### src/rtl/bitwise_logic_seq.sv
// bitwise_logic_seq: multi-cycle bitwise logic unit (AND / OR / XOR / NOR).
// Both WIDTH-bit operands and the opcode are latched on an accepted start.
// The result is then built SLICE bits per clock, LSB slice first.
// Handshake: busy is high while running; data_resultRDY pulses for one cycle
// when the result is complete; data_result holds until the next start.
// Optional feature: define BLU_ZERO_FLAG_EN to add the registered data_isZero
// output, which flags a zero final result.
module bitwise_logic_seq #(
    parameter int WIDTH = 32,
    parameter int SLICE = 8
) (
    input  logic             clock,
    input  logic             reset,
    input  logic             ctrl_start,
    input  logic [1:0]       ctrl_op,
    input  logic [WIDTH-1:0] data_operandA,
    input  logic [WIDTH-1:0] data_operandB,
    output logic [WIDTH-1:0] data_result,
    output logic             data_resultRDY,
    output logic             busy
`ifdef BLU_ZERO_FLAG_EN
    ,
    output logic             data_isZero
`endif
);

    localparam int NSLICE = WIDTH / SLICE;
    localparam int CNT_W  = $clog2(NSLICE + 1);
    localparam logic [CNT_W-1:0] LAST_CNT = CNT_W'(NSLICE - 1);

    typedef enum logic [1:0] {
        ST_IDLE = 2'b00,
        ST_RUN  = 2'b01,
        ST_DONE = 2'b10
    } state_t;

    typedef enum logic [1:0] {
        OP_AND = 2'b00,
        OP_OR  = 2'b01,
        OP_XOR = 2'b10,
        OP_NOR = 2'b11
    } op_t;

    state_t             state_q;
    state_t             state_d;
    op_t                op_q;
    logic [WIDTH-1:0]   a_q;
    logic [WIDTH-1:0]   b_q;
    logic [CNT_W-1:0]   cnt_q;
    logic [WIDTH-1:0]   result_q;
    logic               busy_q;
    logic               rdy_q;

    logic               accept;
    logic               last_slice;
    logic               busy_d;
    logic               rdy_d;
    int                 slice_base;
    logic [SLICE-1:0]   a_slice;
    logic [SLICE-1:0]   b_slice;
    logic [SLICE-1:0]   slice_val;
    logic [WIDTH-1:0]   result_d;

    // A start is honoured only from IDLE or DONE; in RUN it is ignored.
    assign accept     = ctrl_start && ((state_q == ST_IDLE) || (state_q == ST_DONE));
    assign last_slice = (cnt_q == LAST_CNT);

    // State register.
    always_ff @(posedge clock) begin
        // NOTE: clocked state uses non-blocking assignments so every flop samples
        // pre-edge values, independent of the order in which processes run.
        if (!reset) begin
            state_q <= ST_IDLE;
        end else begin
            state_q <= state_d;
        end
    end

    // Next-state logic: IDLE -> RUN on start; RUN -> DONE after the last slice; DONE -> RUN or IDLE.
    always_comb begin
        // NOTE: give every combinational output a default first, so that no path
        // leaves it unassigned and no latch is inferred.
        state_d = state_q;
        unique case (state_q)
            ST_IDLE: if (ctrl_start) state_d = ST_RUN;
            ST_RUN:  if (last_slice) state_d = ST_DONE;
            ST_DONE: state_d = ctrl_start ? ST_RUN : ST_IDLE;
            default: state_d = ST_IDLE;
        endcase
    end

    // Output decode and the slice datapath: busy/RDY follow the next state, and the current slice is merged into the result.
    always_comb begin
        busy_d     = (state_d == ST_RUN);
        rdy_d      = (state_d == ST_DONE);
        slice_base = int'(cnt_q) * SLICE;
        a_slice    = a_q[slice_base +: SLICE];
        b_slice    = b_q[slice_base +: SLICE];
        unique case (op_q)
            OP_AND:  slice_val = a_slice & b_slice;
            OP_OR:   slice_val = a_slice | b_slice;
            OP_XOR:  slice_val = a_slice ^ b_slice;
            OP_NOR:  slice_val = ~(a_slice | b_slice);
            default: slice_val = '0;
        endcase
        result_d = result_q;
        result_d[slice_base +: SLICE] = slice_val;
    end

    // Operand latch, slice counter, result register and the registered handshake outputs.
    always_ff @(posedge clock) begin
        if (!reset) begin
            op_q     <= OP_AND;
            a_q      <= '0;
            b_q      <= '0;
            cnt_q    <= '0;
            result_q <= '0;
            busy_q   <= 1'b0;
            rdy_q    <= 1'b0;
        end else begin
            busy_q <= busy_d;
            rdy_q  <= rdy_d;
            if (accept) begin
                op_q     <= op_t'(ctrl_op);
                a_q      <= data_operandA;
                b_q      <= data_operandB;
                cnt_q    <= '0;
                result_q <= '0;
            end else if (state_q == ST_RUN) begin
                cnt_q    <= cnt_q + CNT_W'(1);
                result_q <= result_d;
            end
        end
    end

    assign data_result    = result_q;
    assign data_resultRDY = rdy_q;
    assign busy           = busy_q;

`ifdef BLU_ZERO_FLAG_EN
    logic zero_q;

    // Zero flag: captured with the final slice (same edge RDY rises), cleared on each accepted start.
    always_ff @(posedge clock) begin
        if (!reset) begin
            zero_q <= 1'b0;
        end else if (accept) begin
            zero_q <= 1'b0;
        end else if ((state_q == ST_RUN) && last_slice) begin
            zero_q <= (result_d == '0);
        end
    end

    assign data_isZero = zero_q;
`endif

endmodule

### config.mk
export PLATFORM = sky130hd
export DESIGN_NAME = bitwise_logic_seq
export DESIGN_NICKNAME = d
export VERILOG_FILES = /design/src/rtl/bitwise_logic_seq.sv
export SDC_FILE = /design/constraint.sdc
export NUM_CORES = 1
export LEC_CHECK = 0
export ABC_AREA = 0
export CORE_UTILIZATION = 55
export DETAILED_ROUTE_END_ITERATION = 10
export GPL_TIMING_DRIVEN = 0
export PLACE_DENSITY = 0.91
export REMOVE_ABC_BUFFERS = 1
export SLEW_MARGIN = 20
export SYNTH_ARGS = -nofsm -noshare
export SYNTH_HDL_FRONTEND = slang
export SYNTH_SLANG_ARGS = --single-unit
### constraint.sdc
create_clock -name clock -period 6.7 [get_ports clock]
set_input_delay 0.67 -clock clock [delete_from_list [all_inputs] [get_ports clock]]
set_output_delay 0.67 -clock clock [all_outputs]
set_load 0.1 [all_outputs]
==> impl_metrics.env <==
export IMPL_ys_top_cells_by_area="dfxtp_1 41%, nand2_1 11%, a21boi_0 10%"
export IMPL_cp_end_kind="register"
export IMPL_power_frac_clock=0.304
export IMPL_antennaDiodeCount=0
export IMPL_worst_pin_slew_ns=1.10
export IMPL_cp_start_kind="register"
export IMPL_sw_frac_of_total=0.284
export IMPL_clk_path_buf_depth=2
export IMPL_cp_endpoint="data_result[25]"
export IMPL_crit_fanout=19
export IMPL_n_fill_cell=693
export IMPL_drt_wirelength_per_cell_microns=14.5
export IMPL_synth_seq_area_share=0.412
export IMPL_postCtsSetupRepairBufs=0
export IMPL_cts_repair_resized=0
export IMPL_fin_nets=739
export IMPL_synth_compound_area_frac=0.249
export IMPL_setup_viol_count_final=0
export IMPL_grt_max_degree=71
export IMPL_power_switching_mw=0.379
export IMPL_clock_skew_final_ns=0.0174
export IMPL_netlist_instances=582
export IMPL_peakVddDrop_uv=133
export IMPL_muxShareOfSynthArea=0.0447
export IMPL_routabilityCongestion=0.760
export IMPL_cts_tree="built"
export IMPL_cts_hold_buf=0
export IMPL_power_density_nw_per_um2=213
export IMPL_cts_sinks=105
export IMPL_r2r_cells=6
export IMPL_synth_seq_cells=105
export IMPL_maxSlewViolCount=0
export IMPL_die_height_microns=98.3
export IMPL_antenna_found_initial=0
export IMPL_hold_class="register to register"
export IMPL_crit_type="register to register"
export IMPL_drive_above_1_share=0.118
export IMPL_critPathArrivalTime_ns=3.34
export IMPL_synth_edf_count=0
export IMPL_hold_viol=0
export IMPL_cts_buffers=9
export IMPL_synth_top_family_by_area="compound AO/OA/AOI/OAI gates"
export IMPL_synth_xor_area_frac=0.00172
export IMPL_viasPerCell=5.49
export IMPL_final_util=0.707
export IMPL_initial_core_util=0.576
export IMPL_p_int_mw=0.953
export IMPL_drt_iter0_drc=133
export IMPL_outcome="finished, violations left"
export IMPL_fin_crit_sh=0.456
export IMPL_required_ns=6.99
export IMPL_rr_endpoint="data_result[25]"
export IMPL_clk_latency_ns=0.37
export IMPL_fp_dieW_microns=98.3
export IMPL_rsz0062_at_grt="no"
export IMPL_violations="design-rule violations"
export IMPL_synth_cell_types=34
export IMPL_synthSimpleGateAreaFrac=0.168
export IMPL_pwr_share_seq=0.510
export IMPL_drcViolationCount=7
export IMPL_power_leakage_nw=2.23
export IMPL_cts_root_buf="clkbuf_8"
export IMPL_drtAntennaViolNets=0
export IMPL_reg2reg_setup_slack_ns=3.65
export IMPL_cts_reportedPaths_clkPinSlew_ns=0.10
export IMPL_grt_usage=0.238
export IMPL_r2r_start="cnt_q[2]"
export IMPL_grt_overflow=0
export IMPL_cts_max_level=3
export IMPL_port_buffers=102
export IMPL_crit_start="cnt_q[2]"
export IMPL_tns_ns=0
export IMPL_synthAdderAreaFrac=0.0491
export IMPL_place_hpwl_microns=7850
export IMPL_dieArea_sq_um=9660
export IMPL_synth_top_flop_cell="dfxtp_1"
export IMPL_design_core_area_sq_um=8850
export IMPL_hold_slack_ns=0.468
export IMPL_yosysWarnings=0
export IMPL_syn2layout_area_growth_pct=22.7
export IMPL_slew_headroom=0.264
export IMPL_cap_violations=0
export IMPL_fmax_mhz=328
export IMPL_grt_pass1_wl_microns=18700
export IMPL_first_pass_iters=8
export IMPL_syn_avg_cell_area_sq_um=8.76
export IMPL_yosysMostFrequentCell="nand2_1"
export IMPL_async_reset_ff_frac=0
export IMPL_yosys_area_top_type_share=0.412
export IMPL_wl_microns=11100
export IMPL_grt_pass1_vias=4093
export IMPL_fin_crit_ns=3.05
export IMPL_ioPinCount=103
export IMPL_synth_common_cells="146 x nand2_1, 105 x dfxtp_1, 68 x a21boi_0"
export IMPL_row_count=34
export IMPL_yosys_area_top_type="dfxtp_1"
export IMPL_combPwrFrac=0.187
export IMPL_vias=4191
export IMPL_syn_area_sq_um=5100
cells by family after synthesis:
group	after synthesis
AOI/OAI and AO/OA	174
muxes	22
DFF	105
xor gates and xnor gates	1
adders and majority gates	20
and+or+nand+nor	192
buffers and inverters	68
cell type report:
type | instances | area, sq um | area share
clock inverters | 5 | 62.6 | 0.0100
multi-input cells | 409 | 2630 | 0.419
clock buffers | 11 | 141 | 0.0226
repair buffers | 106 | 1120 | 0.179
inverters | 19 | 71.3 | 0.0114
well taps | 108 | 135 | 0.0216
flip-flops and latches | 105 | 2100 | 0.336
power by group through the flow:
| stage | registers [mW] | logic [mW] | clock network, mW |
|---|---|---|---|
| floorplan | 0.711 | 0.134 | 0 |
| global placement | 0.694 | 0.230 | 0 |
| global route | 0.683 | 0.274 | 0.433 |
| finish | 0.679 | 0.248 | 0.405 |
| detailed placement | 0.693 | 0.249 | 0 |
| CTS | 0.679 | 0.250 | 0.407 |
worst max-delay path, cell delays in order, from the launching register on:
cell and delay, ns:
dfxtp_1 1.06, inv_1 0.16, ha_1 0.42, nand4bb_4 0.17, nor3_2 0.78, nand2_1 0.18
o22ai_1 0.20
sequential cells by signal (all words and copies together) (netlist names):
register,cells
op_q,2
cnt_q,3
busy,1
a_q,32
data_result,32
data_resultRDY,1
state_q,2
b_q,32
stage by stage:
| stage | cells | power, mW | area (sq um) | setup WS, ns |
|---|---|---|---|---|
| 2_1_floorplan | 533 | 0.845 | 4790 | 3.47 |
| 3_3_place_gp | 743 | 0.924 | 5940 | 2.35 |
| 3_5_place_dp | 747 | 0.942 | 6050 | 3.39 |
| 4_1_cts | 763 | 1.34 | 6260 | 3.61 |
| 5_1_grt | 763 | 1.39 | 6260 | 3.39 |
| 6_report | 763 | 1.33 | 6260 | 3.65 |
routing by layer:
metal  vias up  global-route usage  share of wire
li1       2108                   -              -
met1      1951               0.283           0.42
met2       118               0.440           0.52
met3        14              0.0272          0.048
met4         0              0.0873          0.016
met5         -                   0              0
cell usage in the layout (no fill, tap or decap), types with 3 or more instances in the layout:
| master | n |
|---|---|
| ha_1 | 20 |
| nand2_1 | 146 |
| and3_1 | 3 |
| clkdlybuf4s50_1 | 101 |
| buf_16 | 3 |
| nor2b_1 | 21 |
| dfxtp_1 | 103 |
| nor2_1 | 12 |
| a211oi_1 | 26 |
| a21oi_1 | 24 |
| o21ai_2 | 4 |
| o21ai_1 | 19 |
| a21oi_2 | 7 |
| a21boi_0 | 68 |
| inv_1 | 5 |
| o21ai_0 | 3 |
| clkbuf_8 | 10 |
| mux2i_1 | 16 |
| mux2_2 | 6 |
| o22ai_1 | 8 |
| inv_2 | 14 |
| a211oi_2 | 13 |
worst min-delay path by stage:
stage | startpoint | end | slack (ns) | depth (start not counted)
global route | b_q[31] | b_q[31] | 0.50 | 2
CTS | a_q[26] | a_q[26] | 0.47 | 2
detailed placement | a_q[26] | a_q[26] | 0.46 | 2
finish | a_q[26] | a_q[26] | 0.47 | 2
global placement | b_q[1] | b_q[1] | 0.45 | 2
floorplan | a_q[0] | a_q[0] | 0.44 | 2
(Power assumes the default switching activity.)
